## src/rtl/lsu_mem_master.sv

```systemverilog
// ---------------------------------------------------------------------------
// lsu_mem_master
//   Load/store initiator between the core memory stage and a word-wide,
//   byte-addressed data memory. Handles one RV32I load/store at a time.
//   Sub-word stores are performed as an aligned read-modify-write.
//
// Ports
//   clk, rst            clock; synchronous active-low reset
//   req_*               request handshake (valid/ready), we, funct3, addr,
//                       wdata
//   rsp_*               one-cycle response pulse with load data / error flag
//   mem_*               word-aligned memory port; mem_data_i is combinational
//                       read data
//
// DWIDTH must be 32; the lane arithmetic assumes four byte lanes.
// ---------------------------------------------------------------------------
module lsu_mem_master #(
    parameter int unsigned       AWIDTH    = 32,
    parameter int unsigned       DWIDTH    = 32,
    parameter logic [AWIDTH-1:0] BASE_ADDR = 32'h01000000,
    parameter logic [AWIDTH-1:0] MEM_BYTES = 32'h00100000
) (
    input  logic              clk,
    input  logic              rst,
    input  logic              req_valid_i,
    output logic              req_ready_o,
    input  logic              req_we_i,
    input  logic [2:0]        req_funct3_i,
    input  logic [AWIDTH-1:0] req_addr_i,
    input  logic [DWIDTH-1:0] req_wdata_i,
    output logic              rsp_valid_o,
    output logic [DWIDTH-1:0] rsp_rdata_o,
    output logic              rsp_err_o,
    output logic [AWIDTH-1:0] mem_addr_o,
    output logic [DWIDTH-1:0] mem_data_o,
    output logic              mem_read_en_o,
    output logic              mem_write_en_o,
    input  logic [DWIDTH-1:0] mem_data_i
);

    // Highest legal word-aligned address.
    localparam logic [AWIDTH-1:0] LAST_WORD = BASE_ADDR + MEM_BYTES - AWIDTH'(4);

    typedef enum logic [1:0] {IDLE, RD, WR, RESP} state_e;

    state_e              state_q, state_d;
    logic [1:0]          off_q, off_d;
    logic [2:0]          funct3_q, funct3_d;
    logic                we_q, we_d;
    logic                err_q, err_d;
    logic [DWIDTH-1:0]   wdata_q, wdata_d;
    logic [DWIDTH-1:0]   word_q, word_d;
    logic [AWIDTH-1:0]   mem_addr_q, mem_addr_d;

    logic                accept;
    logic                req_err;
    logic [AWIDTH-1:0]   req_aligned;
    logic [DWIDTH-1:0]   merged;
    logic [DWIDTH-1:0]   load_data;
    logic [7:0]          lane_b;
    logic [15:0]         lane_h;

    // Request legality, evaluated on the live request inputs at acceptance.
    always_comb begin
        req_aligned = {req_addr_i[AWIDTH-1:2], 2'b00};
        req_err     = 1'b0;
        if (req_funct3_i[1:0] == 2'd1 && req_addr_i[0])
            req_err = 1'b1;
        if (req_funct3_i[1:0] == 2'd2 && req_addr_i[1:0] != 2'd0)
            req_err = 1'b1;
        if (req_addr_i < BASE_ADDR || req_aligned > LAST_WORD)
            req_err = 1'b1;
        if (!req_we_i && (req_funct3_i == 3'd3 || req_funct3_i == 3'd6 ||
                          req_funct3_i == 3'd7))
            req_err = 1'b1;
        if (req_we_i && req_funct3_i > 3'd2)
            req_err = 1'b1;
    end

    assign accept = req_valid_i & req_ready_o;

    // Next-state and datapath register updates.
    always_comb begin
        state_d    = state_q;
        off_d      = off_q;
        funct3_d   = funct3_q;
        we_d       = we_q;
        err_d      = err_q;
        wdata_d    = wdata_q;
        word_d     = word_q;
        mem_addr_d = mem_addr_q;
        case (state_q)
            IDLE: begin
                if (accept) begin
                    off_d    = req_addr_i[1:0];
                    funct3_d = req_funct3_i;
                    we_d     = req_we_i;
                    wdata_d  = req_wdata_i;
                    err_d    = req_err;
                    if (req_err) begin
                        // Rejected requests never touch the memory port,
                        // so the address bus keeps its previous value.
                        state_d = RESP;
                    end else begin
                        mem_addr_d = req_aligned;
                        state_d    = (req_we_i && req_funct3_i == 3'd2) ? WR : RD;
                    end
                end
            end
            RD: begin
                // Old word: load source, or merge base for SB/SH.
                word_d  = mem_data_i;
                state_d = we_q ? WR : RESP;
            end
            WR:      state_d = RESP;
            RESP:    state_d = IDLE;
            default: state_d = IDLE;
        endcase
    end

    // Store merge: only SB/SH splice into the captured word; SW writes wdata.
    always_comb begin
        merged = word_q;
        case (funct3_q[1:0])
            2'd0:    merged[{off_q, 3'b000} +: 8]      = wdata_q[7:0];
            2'd1:    merged[{off_q[1], 4'b0000} +: 16] = wdata_q[15:0];
            default: merged = wdata_q;
        endcase
    end

    // Load extraction from the captured word.
    always_comb begin
        lane_b = word_q[{off_q, 3'b000} +: 8];
        lane_h = word_q[{off_q[1], 4'b0000} +: 16];
        case (funct3_q)
            3'd0:    load_data = {{(DWIDTH-8){lane_b[7]}}, lane_b};
            3'd1:    load_data = {{(DWIDTH-16){lane_h[15]}}, lane_h};
            3'd2:    load_data = word_q;
            3'd4:    load_data = {{(DWIDTH-8){1'b0}}, lane_b};
            3'd5:    load_data = {{(DWIDTH-16){1'b0}}, lane_h};
            default: load_data = '0;
        endcase
    end

    always_ff @(posedge clk) begin
        if (!rst) begin
            state_q    <= IDLE;
            off_q      <= '0;
            funct3_q   <= '0;
            we_q       <= 1'b0;
            err_q      <= 1'b0;
            wdata_q    <= '0;
            word_q     <= '0;
            mem_addr_q <= BASE_ADDR;
        end else begin
            state_q    <= state_d;
            off_q      <= off_d;
            funct3_q   <= funct3_d;
            we_q       <= we_d;
            err_q      <= err_d;
            wdata_q    <= wdata_d;
            word_q     <= word_d;
            mem_addr_q <= mem_addr_d;
        end
    end

    // Every output is gated by rst so an in-flight write is dropped
    // combinationally the moment reset asserts.
    assign req_ready_o    = rst & (state_q == IDLE);
    assign rsp_valid_o    = rst & (state_q == RESP);
    assign rsp_err_o      = rsp_valid_o & err_q;
    assign rsp_rdata_o    = (rsp_valid_o & ~err_q & ~we_q) ? load_data : '0;
    assign mem_read_en_o  = rst & (state_q == RD);
    assign mem_write_en_o = rst & (state_q == WR);
    assign mem_data_o     = mem_write_en_o ? merged : '0;
    assign mem_addr_o     = rst ? mem_addr_q : BASE_ADDR;

endmodule

```

## config.mk

```make
export PLATFORM = sky130hd
export DESIGN_NAME = lsu_mem_master
export DESIGN_NICKNAME = d
export VERILOG_FILES = /design/src/rtl/lsu_mem_master.sv
export SDC_FILE = /design/constraint.sdc
export NUM_CORES = 1
export LEC_CHECK = 0
export ABC_AREA = 1
export BUFFER_PORTS_ARGS = -buffer_cell sky130_fd_sc_hd__buf_2
export CAP_MARGIN = 0
export CORE_MARGIN = 3
export CORE_UTILIZATION = 50
export DETAILED_ROUTE_END_ITERATION = 16
export PLACE_DENSITY = 0.8
export SLEW_MARGIN = 20
export SYNTH_ARGS = -nofsm -noshare
export SYNTH_HDL_FRONTEND = slang
export SYNTH_SLANG_ARGS = --single-unit
```

## constraint.sdc

```tcl
create_clock -name clk -period 3.86 [get_ports clk]
set_input_delay 0.386 -clock clk [delete_from_list [all_inputs] [get_ports clk]]
set_output_delay 0.386 -clock clk [all_outputs]
set_load 0.005 [all_outputs]
```

# == Word level (Yosys, flattened, before mapping) ==
# Cells that the tools add are included.
# word_totals
reg_bits,103
out_inout_bits,101
# classes
mux,17
magnitude_cmp,3
addsub,2
n_bitwise,11
reduce_logical,15
n_eq_ne,15
n_shift,6
# ops
op,n
32-bit one-hot mux with 5 select lines,1
32-bit 2-to-1 mux,3
32-bit bitwise mux,2
32-bit one-hot mux with 2 select lines,1
"32-bit by 25-bit > comparator with 1-bit output, second input constant",1
"32-bit by 25-bit < comparator with 1-bit output, second input constant",1
"16-bit by 7-bit variable shift with 32-bit output, first input constant",1
"8-bit by 7-bit variable shift with 32-bit output, first input constant",1
16-bit by 7-bit variable part select with 32-bit output,1
32-bit by 6-bit variable part select with 16-bit output,1
32-bit by 6-bit variable part select with 8-bit output,1
8-bit by 7-bit variable part select with 32-bit output,1
5-bit negator with 7-bit output,2
"3-bit == test, second input constant",4
"3-bit by 2-bit == test with 1-bit output, second input constant",3
1-bit bitwise AND,8
2-bit one-hot mux with 4 select lines,1
"2-bit by 1-bit == test with 1-bit output, second input constant",3
"2-bit == test, second input constant",3
1-bit 2-to-1 mux,6
2-bit 2-to-1 mux,3
1-bit logical AND,5
2-bit logical NOT,2
"3-bit by 1-bit == test with 1-bit output, second input constant",1
9 further kinds,13

# == Longest topological paths before layout ==
# depth
word_depth,10
mapped_depth,11
mapped_depth_nobuf,10

# == Least setup slack after synthesis ==
# Ideal clock, no wire load.
# synth_timing
path_kind,reg-to-output
start,register off_q[1]
end,output mem_data_o[24]
required_ns,3.474
setup_slack_ns,1.754
stages_incl_launch_ff,10
arrival_ns,1.720
n_path_buf,2
cell_sequence,dfxtp_1 > buf_2 > inv_2 > ha_1 > inv_1 > buf_1 > nand3_1 > o22ai_1 > nand2_1 > a21oi_1
# synth_between
elab_chain_len,5
elab_cells_between_ends,10
cone_classes,2 x add/sub; 4 x shift; 4 x mux
# synth_lines
item,line_no,rtl
from (decl),47,"logic [1:0] off_q, off_d;"
from (signal assigned),148,off_q <= '0;
from (signal assigned),157,off_q <= off_d;
5-bit negator with 7-bit output (on tied branches),"126, 125",
"16-bit by 7-bit variable part select with 32-bit output, or another cell as far along",126,"2'd1: merged[{off_q[1], 4'b0000} +: 16] = wdata_q[15:0];"
32-bit bitwise mux (on tied branches),"126, 125",
32-bit one-hot mux with 2 select lines (*),124,case (funct3_q[1:0])
32-bit 2-to-1 mux (*),175,assign mem_data_o = mem_write_en_o ? merged : '0;
to (decl),35,"output logic [DWIDTH-1:0] mem_data_o,"
# Every way passes the cells marked *; elsewhere a longest branch is shown, timed or not.

# == Worst setup path in the final report ==
# layout_timing
start,register funct3_q[1]
end,output rsp_rdata_o[29]
# layout_between
elab_chain_len,3
elab_cells_between_ends,7
cone_classes,4 x eq/ne; 2 x mux; 1 x reduce/logical
# layout_lines
item,line_no,rtl
from (decl),48,"logic [2:0] funct3_q, funct3_d;"
from (signal assigned),158,funct3_q <= funct3_d;
"3-bit == test, or another cell as far along",135,case (funct3_q)
32-bit one-hot mux with 5 select lines (*),135,
32-bit 2-to-1 mux (*),172,assign rsp_rdata_o = (rsp_valid_o & ~err_q & ~we_q) ? load_data : '0;
to (decl),32,"output logic [DWIDTH-1:0] rsp_rdata_o,"
# Marks and branches as above.

==> reports/results.txt <==
outcome = completed
DP HPWL = 13900 um
Synth Area in Adders = 1.90%
via count = 6538
largest net degree at the start of global routing = 53
WP data arrival = 2930 ps
Clock Path Buffers = 2
Worst setup SP type = flip-flop
DRC viols = 0
initial antenna violation count = 1
hold depth = 3
Fin Setup TNS = 0 ps
CTS Hold Bufs = 0
Power Density = 491 mW/mm2
unrepaired setup endpoints after global routing = no
final wirelength = 18800 um
CP Max Fanout = 24
Worst slew margin = 47.4%
register area share after synthesis = 34.7%
gpl congestion = 0.957
Area Growth Syn to Fin = 20.8%
f_max = 302 MHz
GRT overflow = 0
Synth Area in Compound Gates = 24.1%
HP Start = req_wdata_i[7]
Place WS = 991 ps
Yosys reg bits = 103
syn_area_per_cell = 6.33 um2
slowest stage delay, CP = 710 ps
synth unique cells = 38
worst r2r src = state_q[1]
Port Buf Inserts = 201
DP Area = 0.00688 mm2
VDD IR max = 256 uV
# nets final = 1210
async set or reset register ratio after synthesis = 0%
Primary FF master, synth = dfxtp_1
Hold Path Class = in2reg
Initial Util = 51.5%
Final Cell Area = 0.00717 mm2
IO Pins = 204
R2R setup slack = 1460 ps
max-slew violation count = 0
final hold violations = 0
Worst-Margin Slew = 788 ps
Tcrit/Tclk final = 85.9%
Post-Synth Simple-Gate Area = 25.4%
YS warnings = 0
Die W = 115 um
Slowest cell on crit path = nor2_2
Crit path buffers/inverters = 1
Clk Latency, worst-skew pair = 360 ps
mux cell area share after synthesis = 0%
Worst R2R Path Depth = 10
FF-to-FF End = err_q
Num CTS Buffers = 9
family with the most delay on the worst path = simple AND/OR/NAND/NOR gates
Final WS setup = 546 ps
Fillers = 1108
xor/xnor cell area share of the yosys netlist = 0%
clk sinks = 103
CP required = 3470 ps
largest family of logic cells by synthesized area = simple AND/OR/NAND/NOR gates
Area contributors post-synth = dfxtp_1 (35%), nand2_1 (13%), a21oi_1 (9.9%)
WL/cell = 15.1 um
CTS resizes = 0
Yosys top cell area share = 34.7%
Via density = 5.25
1st-pass router iterations = 5
Crit Path Class = reg2out
number of global-route vias before repair = 5881
clock skew = 10.7 ps
first-pass GRT wire length = 29100 um
most instantiated library cell after synthesis = nand2_1
full die area = 0.0132 mm2
post-synth top area cell = dfxtp_1
CTS H-tree lvls = 3
Final setup viols = 0
Pleak = 0.00367 uW
setup bufs post-CTS = 0
Routed Antenna Nets = 0
final worst path period need = 3310 ps
CTS tree = done
clock transition at the registers of the reported paths = 80 ps
Gate Count Post-Synth = 937
list of most frequent post-synthesis cells = nand2_1 (202), inv_1 (126), a21oi_1 (117), dfxtp_1 (103), nor2_1 (103)
GR Util All Layers = 27.8%
fraction of layout cells with a size suffix above 1 = 22.5%
critical path, cell by cell = nor2_2 > nand2_1 > o22ai_2 > nand2_2 > a21oi_1 > buf_2
number of antenna diodes = 0
Die H = 115 um
Clock Tree Root = clkbuf_16
Post-Syn Area = 0.00594 mm2
WHS Endpoint = wdata_q[7]
max-cap violations = 0
EDFF count, synth = 0
CP endpoint kind = primary output
Core Footprint = 0.0115 mm2
num rows = 39
Initial DRC Count = 598
==> metrics by stage <==
step	power, uW	instances	util, %	hold WS (ps)
2_1_floorplan	2250	938	-	415
3_3_place_gp	2580	1230	59.7	426
3_5_place_dp	2600	1230	59.7	430
4_1_cts	3510	1246	62.2	201
5_1_grt	3720	1246	62.2	218
6_report	3520	1246	62.2	212
==> logic make-up (layout without fill, tap and decap cells) <==
group	after synthesis	after routing
other	1	2
adders and majority gates	9	9
buffers and inverters	195	360
DFF	103	103
and+or+nand+nor	367	367
AOI/OAI and AO/OA	262	262
==> layout by cell type, fill, tap and decap left out, types with 3 or more instances in the layout <==
master       n
nand2_1    201
buf_2      200
inv_1      126
a21oi_1    117
nor2_1     103
dfxtp_1    103
o21ai_0     94
nand3_1     37
o22ai_1     18
o211ai_1    12
nand4_1     11
ha_1         9
clkbuf_16    9
inv_2        7
a211oi_1     7
buf_4        7
a22oi_1      5
nor2_2       4
nand2_2      3
inv_6        3
inv_8        3
==> flip-flops by register name, summed over array words and instances, names as in the netlist <==
| name | cells |
|---|---|
| wdata_q | 32 |
| word_q | 32 |
| mem_addr_q | 30 |
| funct3_q | 3 |
| off_q | 2 |
| state_q | 2 |
| err_q | 1 |
| we_q | 1 |
==> report_power, final <==
| part | internal (uW) | switching (uW) |
|---|---|---|
| combinational | 368 | 793 |
| clock | 458 | 448 |
| sequential | 1250 | 203 |
| total | 2070 | 1440 |
==> how the worst max path moves through the flow <==
stage / startpoint / end / slack [ps] / depth (start not counted)
floorplan: off_q[1] / mem_data_o[24] / 1750 / 9
global placement: funct3_q[1] / rsp_rdata_o[9] / 1060 / 6
detailed placement: funct3_q[1] / rsp_rdata_o[16] / 990 / 6
CTS: funct3_q[1] / rsp_rdata_o[16] / 590 / 6
global route: funct3_q[1] / rsp_rdata_o[23] / 330 / 6
finish: funct3_q[1] / rsp_rdata_o[29] / 550 / 6
==> area by class of cell <==
class	instances	area [um2]	area share (%)
Multi-Input combinational cell	640	3060	42.7
Clock inverter	7	67.6	0.943
Timing Repair Buffer	207	1050	14.7
Sequential cell	103	2060	28.8
Tap cell	143	179	2.50
Inverter	137	519	7.24
Clock buffer	9	225	3.14
==> layer usage <==
| metal | share of wire (%) | GRT usage (%) |
|---|---|---|
| met1 | 42 | 37.0 |
| met2 | 45 | 43.1 |
| met3 | 10 | 7.05 |
| met4 | 3.2 | 11.1 |
| met5 | 0.069 | 0 |
==> tightest hold or removal path, stage by stage <==
cell	delay (ps)
buf_2	70
nand2_1	40
nand2_1	50
No activity file was read; power rests on OpenSTA's default activity.
